`src/rtl/mul_dispatch.sv`:
```
// rtl/mul_dispatch.sv - M-extension multiply issue/writeback controller
// One op in flight, scoreboard hazard checks, small result FIFO toward the register file.
module mul_dispatch #(
  parameter int WIDTH      = 32,
  parameter int FIFO_DEPTH = 2
) (
  input  logic             clk,
  input  logic             rst,
  input  logic             dec_valid,
  output logic             dec_ready,
  input  logic [2:0]       dec_func3,
  input  logic [4:0]       dec_rs1_idx,
  input  logic [4:0]       dec_rs2_idx,
  input  logic [WIDTH-1:0] dec_rs1_val,
  input  logic [WIDTH-1:0] dec_rs2_val,
  input  logic [4:0]       dec_rd,
  output logic             mul_valid_in,
  output logic [2:0]       mul_func3,
  output logic [WIDTH-1:0] mul_rs1,
  output logic [WIDTH-1:0] mul_rs2,
  output logic [4:0]       mul_rd_tag,
  input  logic             mul_busy,
  input  logic             mul_valid_out,
  input  logic [WIDTH-1:0] mul_result,
  input  logic [4:0]       mul_rd_tag_out,
  output logic             wb_valid,
  input  logic             wb_ready,
  output logic [4:0]       wb_rd,
  output logic [WIDTH-1:0] wb_data,
  output logic [31:0]      sb_pending,
  output logic             err_tag,
  output logic             err_unexp
);

  localparam int PW = (FIFO_DEPTH > 1) ? $clog2(FIFO_DEPTH) : 1;
  localparam int CW = PW + 1;

  typedef enum logic [1:0] {S_IDLE, S_ISSUE, S_WAIT} state_t;

  state_t           r_state;
  state_t           w_state_nxt;
  logic [2:0]       r_func3;
  logic [WIDTH-1:0] r_rs1;
  logic [WIDTH-1:0] r_rs2;
  logic [4:0]       r_rd;
  logic [31:0]      r_sb;
  logic             r_err_tag;
  logic             r_err_unexp;
  logic [4:0]       r_fifo_rd   [FIFO_DEPTH];
  logic [WIDTH-1:0] r_fifo_data [FIFO_DEPTH];
  logic [PW-1:0]    r_wptr;
  logic [PW-1:0]    r_rptr;
  logic [CW-1:0]    r_count;

  logic        w_raw;
  logic        w_waw;
  logic        w_room;
  logic        w_can_accept;
  logic        w_accept;
  logic        w_push;
  logic        w_pop;
  logic        w_unexp;
  logic        w_tag_bad;
  logic [31:0] w_sb_set;
  logic [31:0] w_sb_clr;

  // Hazard checks ignore x0, which never has a pending write.
  assign w_raw = ((dec_rs1_idx != 5'd0) && r_sb[dec_rs1_idx]) ||
                 ((dec_rs2_idx != 5'd0) && r_sb[dec_rs2_idx]);
  assign w_waw = (dec_rd != 5'd0) && r_sb[dec_rd];
  assign w_room = (r_count < CW'(FIFO_DEPTH));
  assign w_can_accept = !rst && (r_state == S_IDLE) && !mul_busy && w_room && !w_raw && !w_waw;
  assign w_accept = dec_valid && w_can_accept;
  assign dec_ready = w_can_accept;

  assign wb_valid = (r_count != '0);
  assign wb_rd = r_fifo_rd[r_rptr];
  assign wb_data = r_fifo_data[r_rptr];
  assign w_pop = wb_valid && wb_ready;

  assign mul_func3 = r_func3;
  assign mul_rs1 = r_rs1;
  assign mul_rs2 = r_rs2;
  assign mul_rd_tag = r_rd;
  assign sb_pending = r_sb;
  assign err_tag = r_err_tag;
  assign err_unexp = r_err_unexp;

  always_ff @(posedge clk or posedge rst) begin
    if (rst) r_state <= S_IDLE;
    else     r_state <= w_state_nxt;
  end

  always_comb begin
    w_state_nxt  = r_state;
    mul_valid_in = 1'b0;
    w_push       = 1'b0;
    w_unexp      = 1'b0;
    w_tag_bad    = 1'b0;
    case (r_state)
      S_IDLE: begin
        w_unexp = mul_valid_out;
        if (w_accept) w_state_nxt = S_ISSUE;
      end
      S_ISSUE: begin
        mul_valid_in = 1'b1;
        w_unexp      = mul_valid_out;
        w_state_nxt  = S_WAIT;
      end
      S_WAIT: begin
        if (mul_valid_out) begin
          w_push      = (r_rd != 5'd0);
          w_tag_bad   = (mul_rd_tag_out != r_rd);
          w_state_nxt = S_IDLE;
        end
      end
      default: w_state_nxt = S_IDLE;
    endcase
  end

  assign w_sb_set = (w_accept && (dec_rd != 5'd0)) ? (32'd1 << dec_rd) : 32'd0;
  assign w_sb_clr = w_pop ? (32'd1 << wb_rd) : 32'd0;

  always_ff @(posedge clk or posedge rst) begin
    if (rst) begin
      r_func3     <= '0;
      r_rs1       <= '0;
      r_rs2       <= '0;
      r_rd        <= '0;
      r_sb        <= '0;
      r_err_tag   <= 1'b0;
      r_err_unexp <= 1'b0;
      r_wptr      <= '0;
      r_rptr      <= '0;
      r_count     <= '0;
    end else begin
      if (w_accept) begin
        r_func3 <= dec_func3;
        r_rs1   <= dec_rs1_val;
        r_rs2   <= dec_rs2_val;
        r_rd    <= dec_rd;
      end
      r_sb <= ((r_sb & ~w_sb_clr) | w_sb_set) & ~32'd1;
      if (w_tag_bad) r_err_tag <= 1'b1;
      if (w_unexp)   r_err_unexp <= 1'b1;
      if (w_push) r_wptr <= r_wptr + 1'b1;
      if (w_pop)  r_rptr <= r_rptr + 1'b1;
      case ({w_push, w_pop})
        2'b10:   r_count <= r_count + 1'b1;
        2'b01:   r_count <= r_count - 1'b1;
        default: r_count <= r_count;
      endcase
    end
  end

  // Payload storage needs no reset; validity is tracked by r_count.
  always_ff @(posedge clk) begin
    if (w_push) begin
      r_fifo_rd[r_wptr]   <= r_rd;
      r_fifo_data[r_wptr] <= mul_result;
    end
  end

endmodule

```
`config.mk`:
```
export PLATFORM = sky130hd
export DESIGN_NAME = mul_dispatch
export DESIGN_NICKNAME = d
export VERILOG_FILES = /design/src/rtl/mul_dispatch.sv
export SDC_FILE = /design/constraint.sdc
export NUM_CORES = 1
export LEC_CHECK = 0
export ABC_AREA = 1
export BUFFER_PORTS_ARGS = -buffer_cell sky130_fd_sc_hd__buf_2
export CORE_MARGIN = 5
export CORE_UTILIZATION = 40
export CTS_CLUSTER_DIAMETER = 50
export DETAILED_ROUTE_END_ITERATION = 12
export PLACE_DENSITY = 0.68
export SLEW_MARGIN = 10
export SYNTH_ARGS = -nofsm -noshare
export SYNTH_HDL_FRONTEND = slang
export SYNTH_SLANG_ARGS = --single-unit
```
`constraint.sdc`:
```
create_clock -name clk -period 6 [get_ports clk]
set_input_delay 1.5 -clock clk [delete_from_list [all_inputs] [get_ports clk]]
set_output_delay 1.5 -clock clk [all_outputs]
set_load 0.1 [all_outputs]
```
==> metrics <==
outcome=completed; post-synthesis instance total=990; H-tree levels=4; full die area=between 20000 and 25000 µm²; area delta synth->final=25.1%; Setup Buffers After CTS=0; GRT met1 Usage=0.274; Placed Area=10000 µm²; Async S/R FF share, synth=0.600; Worst EP arrival=~3500 ps; fill count=1986; post-CTS sizing=0; slowest stage delay, CP=roughly 500 ps; sequential fraction of the synthesis area=0.584; DRT Pass-1 Iters=5; DR DRC count=0; total CTS buffers=17; Peak VDD IR=433 µV; Iteration-0 DRC Markers=647; Final setup viols=0; cell area power density=595 nW/µm²; Hold Crit Class=flop to flop; normalized max-slew margin=0.257; Final min period=around 5000 ps; CP Data Required Time=about 4500 ps; total wire length=25700 µm; clock buffer depth=2; IO Count=271; Final Slew Violations=0; Most Crowded Layer GR=met2; Synth Flop Type=dfrtp_1; Final TNS setup=0 ps; Final Instance Area=around 11000 µm²; Net Count, Synth=1116; RSZ-0062 raised after global routing=false; standard-cell rows=53; DR WL/cell=about 17 µm; Layout Skew=~18 ps; f_max=202 MHz; via count=~7700; CTS tree=done; met3 usage=0.0675; simple-gate share of the synthesized area=0.309; Synth Area in Compound Gates=0.0438; Syn Area/Cell=approximately 8.6 µm²; Post-synth EDFFs=74; Synth cell types=31; CTS Sinks=185; M2 GR Usage=0.336; placed cell count=around 1500; maximum fanout along the worst path=20; I/O Buffers=269; die width=around 160 µm; Via density=5.13; worst path cell trace=buf_2, inv_1, o21ai_0, nor2_1, nor2_1, nand2_1, nand3_1, nand2_1, nand3_1, nor2_4, buf_2; Adder-Cell Fraction of Synth Area=0.00146; startpoint types=input pin; crit path buf inv count=3; clk slew on worst S/H paths=around 70 ps; antenna violation net count after detailed routing=0; main combinational cell family by area after synthesis=simple AND/OR/NAND/NOR gates; Chip Height=roughly 160 µm; vias in the first global route=~7700; worst-margin pin slew=1110 ps; Worst-Skew Late Latency=430 ps; Ant. Diodes=0; initial antenna violation count=0; synthesized cell area=8560 µm²; Hold Violations, Final=0; flops & latches, synth=around 190; Layout Nets=between 1000 and 1500; Crit path max-delay family=buffers and inverters; final cell count without fillers=roughly 1500; Crit-path slowest cell=inv_1; WS Path Type=input pin to output pin; crit share post-route=0.826; RD Place Congestion=roughly 0.93; Initial Util=0.407; CTS Root Cell=clkbuf_16; grt ovf=0; hold-fix buffers at CTS=0; CP endpoint kind=output pin; Synth warnings=0; Lkg Pwr=around 5.5 nW; mux cell area share after synthesis=0; Synth Area in XOR/XNOR=0.00921; Core ar.=approximately 21000 µm²; first-pass GRT wire length=between 40000 and 50000 µm; largest net degree at the start of global routing=approximately 70; dpl hpwl=18000 µm; Max-Cap Viols=0; Total GRT Usage=0.210; fraction of layout cells with a size suffix above 1=0.261
[flip-flops by register name (all words and copies together), names as in the netlist]
register / flops
r_fifo_data: 64
mul_rs1: 32
mul_rs2: 32
sb_pending: 31
r_fifo_rd: 10
mul_rd_tag: 5
mul_func3: 3
r_count: 2
r_state: 2
err_tag: 1
err_unexp: 1
r_rptr: 1
r_wptr: 1
[synthesized netlist by cell type, types with 2 or more instances]
library cell	count	area [µm²]
o21ai_0	51	255
xor2_1	5	43.8
nand2_1	405	1520
dfrtp_1	111	2780
inv_1	37	139
or2_2	6	37.5
nor3_1	16	80.1
inv_2	2	7.51
o21bai_1	2	15.0
buf_4	10	75.1
buf_1	5	18.8
o21a_1	2	15.0
buf_2	18	90.1
nand3_1	116	581
o211ai_1	5	37.5
nor4_1	15	93.8
nor2_1	29	109
xnor2_1	4	35.0
a21oi_1	6	30.0
nand4_1	34	213
edfxtp_1	74	2220
clkbuf_1	28	105
[per-layer routing]
layer / up-vias / share of wire
met5: - / 0
met4: 0 / 0.022
met3: 35 / 0.094
met2: 351 / 0.47
met1: 3601 / 0.41
li1: 3762 / -
[cell usage in the layout (no fill, tap or decap)]
master      netlist  final
o21ai_2           1      1
or4_1             1      1
o21a_1            2      2
buf_4            10      9
a21o_1            1      1
or2_2             6      6
xnor2_1           4      4
o21ai_0          51     51
bufinv_16         0      1
clkinv_8          0      7
inv_12            0      4
a21oi_1           6      6
nor4_1           15     15
a31oi_1           1      1
conb_1            1      1
nand2_2           0      1
edfxtp_1         74     74
nor3_1           16     16
ha_1              1      1
xor2_1            5      5
inv_1            37     36
clkbuf_16         0     17
nor2_1           29     27
inv_6             0      1
clkinv_1          1      1
nand2_1         405    404
nand3_1         116    116
o211ai_1          5      5
dfrtp_1         111    111
clkinv_4          0      2
buf_2            18    268
nor2_4            0      3
inv_2             2      2
nand4_1          34     34
o21bai_1          2      2
clkinvlp_4        0      1
[cell type report]
cell class                 instances  area (µm²)  area share
timing repair buffer             277        1410       0.132
clock buffer                      17         425      0.0397
tap                              275         344      0.0321
clock inverter                    15         235      0.0220
sequential                       185        5000       0.467
multi-input combinational        703        3140       0.293
inverter                          40         154      0.0144
[worst paths after layout]
kind	start	endpoint	slack [ps]	cells past startpoint
worst min-delay path	err_tag$_DFFE_PP0P_	err_tag$_DFFE_PP0P_	450	1
worst max-delay path	dec_rd[2]	dec_ready	1040	11
min in group asynchronous	rst	sb_pending[8]$_DFF_PP0_	1340	3
worst max register to register	r_state[1]$_DFFE_PP0P_	mul_rs2[0]$_DFFE_PP0P_	3160	7
max in group asynchronous	rst	mul_rs2[11]$_DFFE_PP0P_	3390	4
worst min register to register	err_tag$_DFFE_PP0P_	err_tag$_DFFE_PP0P_	450	1
[power by group]
group	leakage [nW]	total [mW]	internal, mW	switching [mW]
sequential	2.12	1.73	1.56	0.174
clock	0.314	1.20	0.622	0.582
combinational	3.03	3.43	0.438	2.99
[worst register-to-register path, cell delays in order, from the launching register on]
cell,delay (ps)
dfrtp_1,410
nor4_1,550
nand3_1,230
nor2_4,180
buf_4,340
buf_4,640
nand3_1,310
nand2_1,130
[metrics by stage]
step / setup WS (ps) / power (mW) / util / hold slack (ps)
finish: 1040 / 6.37 / 0.509 / 454
floorplan: 694 / 4.58 / - / 471
detailed placement: 1080 / 5.20 / 0.478 / 441
global placement: 1080 / 5.18 / 0.478 / 437
CTS: 1070 / 6.42 / 0.509 / 458
global route: 735 / 6.63 / 0.509 / 482
[logic make-up after synthesis]
family	count (synthesis)
and+or+nand+nor	623
AOI/OAI and AO/OA	69
buffers and inverters	102
xor gates and xnor gates	9
adders and majority gates	1
other	1
DFF	185
Power figures use the tool's default switching activity.
